$ cat src/rtl/c6ib_pkg.sv
// rtl/c6ib_pkg.sv - shared widths, counts and types for the IB RAM write datapath
package c6ib_pkg;

  localparam int DATA_W        = 32;
  localparam int PAGE_W        = 5;
  localparam int NUM_RAM       = 4;
  localparam int WORDS_PER_GRP = 3;

  typedef logic [1:0]        ram_sel_t;
  typedef logic [PAGE_W-1:0] page_addr_t;

  // Issue phase: which word of the current group goes out on the next edge
  typedef enum logic [1:0] {
    PH_W0 = 2'd0,
    PH_W1 = 2'd1,
    PH_W2 = 2'd2
  } phase_t;

endpackage

$ cat src/rtl/c6ib_page_addr_gen.sv
// rtl/c6ib_page_addr_gen.sv - per-RAM page counters advanced on the last word of a group
module c6ib_page_addr_gen #(
  parameter int NUM_RAM = 4,
  parameter int PAGE_W  = 5
) (
  input  logic                             clk,
  input  logic                             rstn,
  input  logic                             wr_valid,
  input  logic [1:0]                       word_idx,
  input  logic [1:0]                       ram_sel,
  output logic [NUM_RAM-1:0][PAGE_W-1:0]   page_addr
);

  logic [NUM_RAM-1:0][PAGE_W-1:0] page_q;

  // Bump the page of the RAM whose word 2 is on the bus; wraps silently at the top page
  always_ff @(posedge clk or negedge rstn) begin
    if (!rstn) begin
      page_q <= '0;
    end else begin
      for (int n = 0; n < NUM_RAM; n++) begin
        if (wr_valid && (word_idx == 2'd2) && (ram_sel == 2'(n))) begin
          page_q[n] <= page_q[n] + PAGE_W'(1);
        end
      end
    end
  end

  assign page_addr = page_q;

endmodule

$ cat src/rtl/c6ib_ram_write_datapath.sv
// rtl/c6ib_ram_write_datapath.sv - serialises 3-word groups round-robin onto four IB RAM banks
module c6ib_ram_write_datapath #(
  parameter int DATA_W = 32,
  parameter int PAGE_W = 5
) (
  input  logic              ram_clk,
  input  logic              rstn,
  input  logic              en,
  input  logic [DATA_W-1:0] in_portA,
  input  logic [DATA_W-1:0] in_portB,
  input  logic [DATA_W-1:0] in_portC,
  output logic [DATA_W-1:0] port_out,
  output logic              wr_valid,
  output logic [1:0]        word_idx,
  output logic [1:0]        ram_sel,
  output logic [DATA_W-1:0] interBank_data_ram0,
  output logic [DATA_W-1:0] interBank_data_ram1,
  output logic [DATA_W-1:0] interBank_data_ram2,
  output logic [DATA_W-1:0] interBank_data_ram3,
  output logic [PAGE_W-1:0] page_addr_ram0,
  output logic [PAGE_W-1:0] page_addr_ram1,
  output logic [PAGE_W-1:0] page_addr_ram2,
  output logic [PAGE_W-1:0] page_addr_ram3
);

  import c6ib_pkg::*;

  phase_t            phase_q, phase_d;
  ram_sel_t          sel_q, sel_d;
  logic [DATA_W-1:0] shadow_b, shadow_c;
  logic [DATA_W-1:0] word_mux;
  logic [NUM_RAM-1:0][PAGE_W-1:0] page_addr;

  // Issue state register: current phase and target RAM of the group in flight
  always_ff @(posedge ram_clk or negedge rstn) begin
    if (!rstn) begin
      phase_q <= PH_W0;
      sel_q   <= '0;
    end else begin
      phase_q <= phase_d;
      sel_q   <= sel_d;
    end
  end

  // Next issue state: step through words 0..2, move to the next RAM after word 2; en low abandons the group
  always_comb begin
    phase_d = phase_q;
    sel_d   = sel_q;
    if (en) begin
      case (phase_q)
        PH_W0:   phase_d = PH_W1;
        PH_W1:   phase_d = PH_W2;
        PH_W2: begin
          phase_d = PH_W0;
          sel_d   = sel_q + 2'd1;
        end
        default: phase_d = PH_W0;
      endcase
    end else begin
      phase_d = PH_W0;
    end
  end

  // Word selection: A comes straight from the input, B/C from the copies taken alongside A
  always_comb begin
    word_mux = in_portA;
    case (phase_q)
      PH_W1:   word_mux = shadow_b;
      PH_W2:   word_mux = shadow_c;
      default: word_mux = in_portA;
    endcase
  end

  // Output register and shadows; en low clears the bus but keeps the last index/target visible
  always_ff @(posedge ram_clk or negedge rstn) begin
    if (!rstn) begin
      port_out <= '0;
      wr_valid <= 1'b0;
      word_idx <= 2'd0;
      ram_sel  <= 2'd0;
      shadow_b <= '0;
      shadow_c <= '0;
    end else if (en) begin
      if (phase_q == PH_W0) begin
        shadow_b <= in_portB;
        shadow_c <= in_portC;
      end
      port_out <= word_mux;
      wr_valid <= 1'b1;
      word_idx <= phase_q;
      ram_sel  <= sel_q;
    end else begin
      port_out <= '0;
      wr_valid <= 1'b0;
    end
  end

  c6ib_page_addr_gen #(
    .NUM_RAM (NUM_RAM),
    .PAGE_W  (PAGE_W)
  ) u_page_addr_gen (
    .clk       (ram_clk),
    .rstn      (rstn),
    .wr_valid  (wr_valid),
    .word_idx  (word_idx),
    .ram_sel   (ram_sel),
    .page_addr (page_addr)
  );

  assign page_addr_ram0 = page_addr[0];
  assign page_addr_ram1 = page_addr[1];
  assign page_addr_ram2 = page_addr[2];
  assign page_addr_ram3 = page_addr[3];

  assign interBank_data_ram0 = (wr_valid && ram_sel == 2'd0) ? port_out : '0;
  assign interBank_data_ram1 = (wr_valid && ram_sel == 2'd1) ? port_out : '0;
  assign interBank_data_ram2 = (wr_valid && ram_sel == 2'd2) ? port_out : '0;
  assign interBank_data_ram3 = (wr_valid && ram_sel == 2'd3) ? port_out : '0;

endmodule

$ cat config.mk
export PLATFORM = sky130hd
export DESIGN_NAME = c6ib_ram_write_datapath
export DESIGN_NICKNAME = d
export VERILOG_FILES = /design/src/rtl/c6ib_pkg.sv /design/src/rtl/c6ib_page_addr_gen.sv /design/src/rtl/c6ib_ram_write_datapath.sv
export SDC_FILE = /design/constraint.sdc
export NUM_CORES = 1
export LEC_CHECK = 0
export ABC_AREA = 1
export ABC_CLOCK_PERIOD_IN_PS = 1700
export CORE_MARGIN = 2
export CORE_UTILIZATION = 41
export DETAILED_ROUTE_END_ITERATION = 10
export PLACE_DENSITY = 0.89
export SLEW_MARGIN = 30
export SYNTH_ARGS = -nofsm -noshare
export SYNTH_HDL_FRONTEND = slang
export SYNTH_SLANG_ARGS = --single-unit
$ cat constraint.sdc
create_clock -name ram_clk -period 1.7 [get_ports ram_clk]
set_input_delay 0.34 -clock ram_clk [delete_from_list [all_inputs] [get_ports ram_clk]]
set_output_delay 0.34 -clock ram_clk [all_outputs]
set_load 0.02 [all_outputs]
# [Word-level counts from Yosys, hierarchy flattened]
# Cells that the tools add are included.
[op_classes] add_sub_neg=5 eq_ne=6 mux=9 n_reduce_logical=13
[op_table] op="32-bit two-way mux" n=5
[op_table] op="32-bit one-hot mux with 2 select lines" n=1
[op_table] op="5-bit by 1-bit adder with 5-bit output, second input constant" n=4
[op_table] op="1-bit logical AND" n=9
[op_table] op="2-bit equality test, second input constant" n=4
[op_table] op="2-bit by 1-bit equality test with 1-bit output, second input constant" n=2
[op_table] op="2-bit logical NOT" n=2
[op_table] op="2-bit one-hot mux with 2 select lines" n=1
[op_table] op="2-bit AND reduction" n=2
[op_table] op="2-bit by 1-bit adder with 2-bit output, second input constant" n=1
[op_table] op="2-bit two-way mux" n=1
[op_table] op="1-bit two-way mux" n=1
[totals] word_cells=45 reg_bits=125

# [Depth between registers and ports, before layout]
[depth] ltp_word=3 ltp_mapped=8

# [Cells and area by module]
# Synthesis repeated with hierarchy kept, for this count alone.
[unflattened] cells_unflattened=906 area_unflattened_um2=6379.9
[by_module_without_submodules] module="c6ib_ram_write_datapath" cells_per_inst=757 n_inst=1 area_per_inst_um2=5278.8 seq_area_each_um2=2627.5
[by_module_without_submodules] module="c6ib_page_addr_gen" cells_per_inst=149 n_inst=1 area_per_inst_um2=1101.1 seq_area_each_um2=500.5

# [Worst setup path before layout]
# Ideal clock, no wire load.
[synth_timing] path_type="register to output" from="register ram_sel[1]" to="output port interBank_data_ram1[10]" slack_ns=0.112 path_stages_with_launch=7 arrival_time_ns=1.248 cell_sequence="dfrtp_1 -> inv_1 -> nand2_1 -> inv_1 -> nand2_1 -> buf_4 -> nor2_1"
[synth_between] elab_chain_len=3
[synth_lines] element="from (decl)" line="c6ib_ram_write_datapath.sv:15" source="output logic [1:0] ram_sel,"
[synth_lines] element="from (signal assigned)" line="c6ib_ram_write_datapath.sv:91" source="ram_sel <= sel_q;"
[synth_lines] element="2-bit by 1-bit equality test with 1-bit output" line="c6ib_ram_write_datapath.sv:116" source="assign interBank_data_ram1 = (wr_valid && ram_sel == 2'd1) ? port_out : '0;"
[synth_lines] element="1-bit logical AND" line="c6ib_ram_write_datapath.sv:116"
[synth_lines] element="32-bit two-way mux" line="c6ib_ram_write_datapath.sv:116"
[synth_lines] element="to (decl)" line="c6ib_ram_write_datapath.sv:17" source="output logic [DATA_W-1:0] interBank_data_ram1,"
# Every way passes these cells.

# [Worst setup path in the final report]
[layout_timing] from="register ram_sel[0]" to="output port interBank_data_ram3[7]"
[layout_between] elab_chain_len=3
[layout_lines] element="2-bit equality test" line="c6ib_ram_write_datapath.sv:118" source="assign interBank_data_ram3 = (wr_valid && ram_sel == 2'd3) ? port_out : '0;"
[layout_lines] element="1-bit logical AND" line="c6ib_ram_write_datapath.sv:118"
[layout_lines] element="32-bit two-way mux" line="c6ib_ram_write_datapath.sv:118"
[layout_lines] element="to (decl)" line="c6ib_ram_write_datapath.sv:19" source="output logic [DATA_W-1:0] interBank_data_ram3,"
# Every way passes these cells.

==> results.py <==
metrics = {
    "timing": {
        "skew_ns": 0.0118,
        "relSlewSlack_pct": 75.2,
        "worst_slack_ns": -0.258,
        "finalCritPeriodShare_pct": 115,
        "setup_viol": 128,
        "max_freq_ghz": 0.511,
        "grt_setup_unrepaired": "yes",
        "worst_slew_pin_slew_ns": 0.372,
        "post-route-min-period_ns": 1.96,
        "slew_violations": 0,
        "hold_violations": 0,
    },
    "synthesis": {
        "synth_top_area_share_pct": 49.6,
        "yosys.area_share.simple_pct": 38.3,
        "synth_mux_area_share_pct": 0,
        "synth_cell_types": 14,
        "synth_compound_area_share_pct": 0.635,
        "synth_top_area_cell": "dfrtp_1",
        "syn_area_per_cell_um2": 6.99,
        "syn_inst": 902,
        "ys_seq_area_share_pct": 49.6,
        "ys_ff_latch": 125,
        "synth_nets": 1008,
        "synth_area_leaders": "dfrtp_1, nand2_1, nor2_1",
        "synthAdderAreaFrac_pct": 1.39,
        "synth_warnings": 0,
        "yosys.area_share.xor_xnor_pct": 0.833,
        "synth_top_family_by_area": "simple AND/OR/NAND/NOR gates",
        "syn-cell-area_mm2": 0.00631,
    },
    "grt": {
        "overflow": 0,
        "grt_pass1_wl_um": 31900,
        "grt_use_total_pct": 24.9,
        "antenna_found_initial": 0,
        "first_global_vias": 6269,
        "grt_max_degree": 57,
    },
    "cts": {
        "cts_buffers": 17,
        "cts.sinks": 125,
        "root_buffer": "clkbuf_16",
        "clk_transition_reported_paths_ns": 0.06,
        "clk_path_buf_depth": 2,
        "cts_tree": "yes",
        "htreeDepth": 4,
        "insertion_delay_ns": 0.41,
    },
    "pwr": {
        "power.leakage_nw": 6.07,
        "ir_drop_v": 0.000718,
        "power_density_mw_per_mm2": 1070,
        "p_total_w": 0.0112,
    },
    "layout": {
        "syn2layout_area_growth_pct": 65.7,
        "fin_nets": 1307,
        "antennaDiodeCount": 0,
        "fillers": 1173,
        "layout_commonest_cell": "nand2_1",
        "drive_gt1_share_pct": 22.3,
        "final_cell_mix": "nand2_1, nor2_1, dfrtp_1",
    },
    "drt": {
        "first_iter_violations": 504,
        "drtAntennaViolNets": 0,
        "drc_errors": 0,
        "routedWlPerCell_um": 15.7,
        "dr.pass1.iters": 6,
        "vias_per_cell": 4.89,
        "dr_total_vias": 6855,
        "drt-total-wl_um": 22000,
    },
    "floorplan": {
        "die-area_mm2": 0.0164,
        "die_w_um": 128,
        "core_area_mm2": 0.0151,
        "io_pins": 284,
        "rows": 45,
        "die_h_um": 128,
        "start_util_pct": 41.8,
    },
    "outcome": {
        "violations": "negative setup slack",
        "outcome": "finished, violations left",
    },
    "setup_path": {
        "worst-endpoint-arrival_ns": 1.62,
        "endpoint_kind": "output port",
        "path_class": "flip-flop to output port",
        "critPathMaxFanout": 22,
        "required_ns": 1.36,
        "start_kind": "flip-flop",
    },
    "placed_design": {
        "dp_hpwl_um": 15000,
        "port_buffers": 283,
        "place.gp.congestion": 0.880,
        "dp_slack_ns": -0.329,
    },
    "flow_run": {
        "maxCapViolations": 0,
    },
    "min_path": {
        "hold_class": "primary input to async pin",
    },
}
-- per-layer routing --
layer,vias up,part of all wire [%],GRT usage [%]
met5,-,0,0
li1,3281,-,-
met2,297,52,42.2
met3,53,5.9,4.88
met4,0,2.8,9.83
met1,3224,39,31.4
-- flip-flops by register name, indices dropped and copies added (netlist names) --
name	flops
phase_q	2
port_out	32
ram_sel	2
sel_q	2
shadow_b	32
shadow_c	32
u_page_addr_gen.page_addr	20
word_idx	2
wr_valid	1
-- stage by stage --
stage	hold slack [ns]	TNS [ns]	cells	instance area (um2)	util, %
finish	0.419	-23.74	1402	10400	69.2
detailed placement	0.273	-27.65	1363	9540	63.2
CTS	0.380	-27.59	1396	9740	64.6
global route	0.424	-31.83	1402	10400	69.2
floorplan	0.0444	0	902	6310	-
global placement	0.278	-22.46	1363	9540	63.2
-- area by class of cell --
| cell class | count | area, um2 | share of cell area [%] |
|---|---|---|---|
| clock buffers | 21 | 450 | 4.31 |
| clock inverters | 11 | 116 | 1.11 |
| inverters | 88 | 335 | 3.21 |
| multi-input cells | 644 | 2870 | 27.5 |
| flip-flops and latches | 125 | 3130 | 30.0 |
| well taps | 188 | 235 | 2.25 |
| repair buffers | 325 | 3310 | 31.6 |
-- what timing repair did --
item                                    in CTS  in global routing
hold endpoints to repair                    19                  0
hold buffers                                 1                  0
setup buffers                                0                  3
cloned                                       0                  3
gates resized for setup                    622                212
endpoints found under the setup margin     185                184
-- logic make-up (layout without fill, tap and decap cells) --
logic type      count (synthesis)  in the layout
simple gates                  623            623
buf+inv                       133            445
flops                         125            125
compound gates                  8              8
fa+ha+maj                       7              7
xor+xnor                        6              6
-- worst paths after layout --
check,slack (ns),depth (start not counted),to,start
min in group ram_clk,0.46,3,shadow_c[4],in_portC[4]
max in group asynchronous,0.74,3,shadow_c[24],rstn
setup reg to reg,0.13,7,port_out[10],phase_q[0]
setup / recovery,-0.26,6,interBank_data_ram3[7],ram_sel[0]
hold / removal,0.42,2,port_out[8],rstn
hold reg to reg,0.47,2,shadow_b[0],shadow_b[0]
-- report_power, final --
group	internal [W]	total, W	switching [W]
logic	0.00162	0.00380	0.00217
clock network	0.00218	0.00347	0.00129
registers	0.00347	0.00390	0.000425
total	0.00728	0.0112	0.00389
-- synthesized netlist by cell type --
library cell	number
dfrtp_1	125
xnor2_1	6
inv_1	87
ha_1	7
o21ai_0	4
o21ai_1	4
inv_2	1
buf_4	12
nand4_1	8
nor2_1	197
nand3_1	42
nor2_2	1
buf_2	33
nand2_1	375
-- critical path: stages, from the launching register on --
cell and delay, ns:
dfrtp_2 0.44, nand2_2 0.09, inv_2 0.07, nand2_2 0.08, buf_12 0.17, nor2_1 0.16, buf_4 0.18
Power figures use the tool's default switching activity.
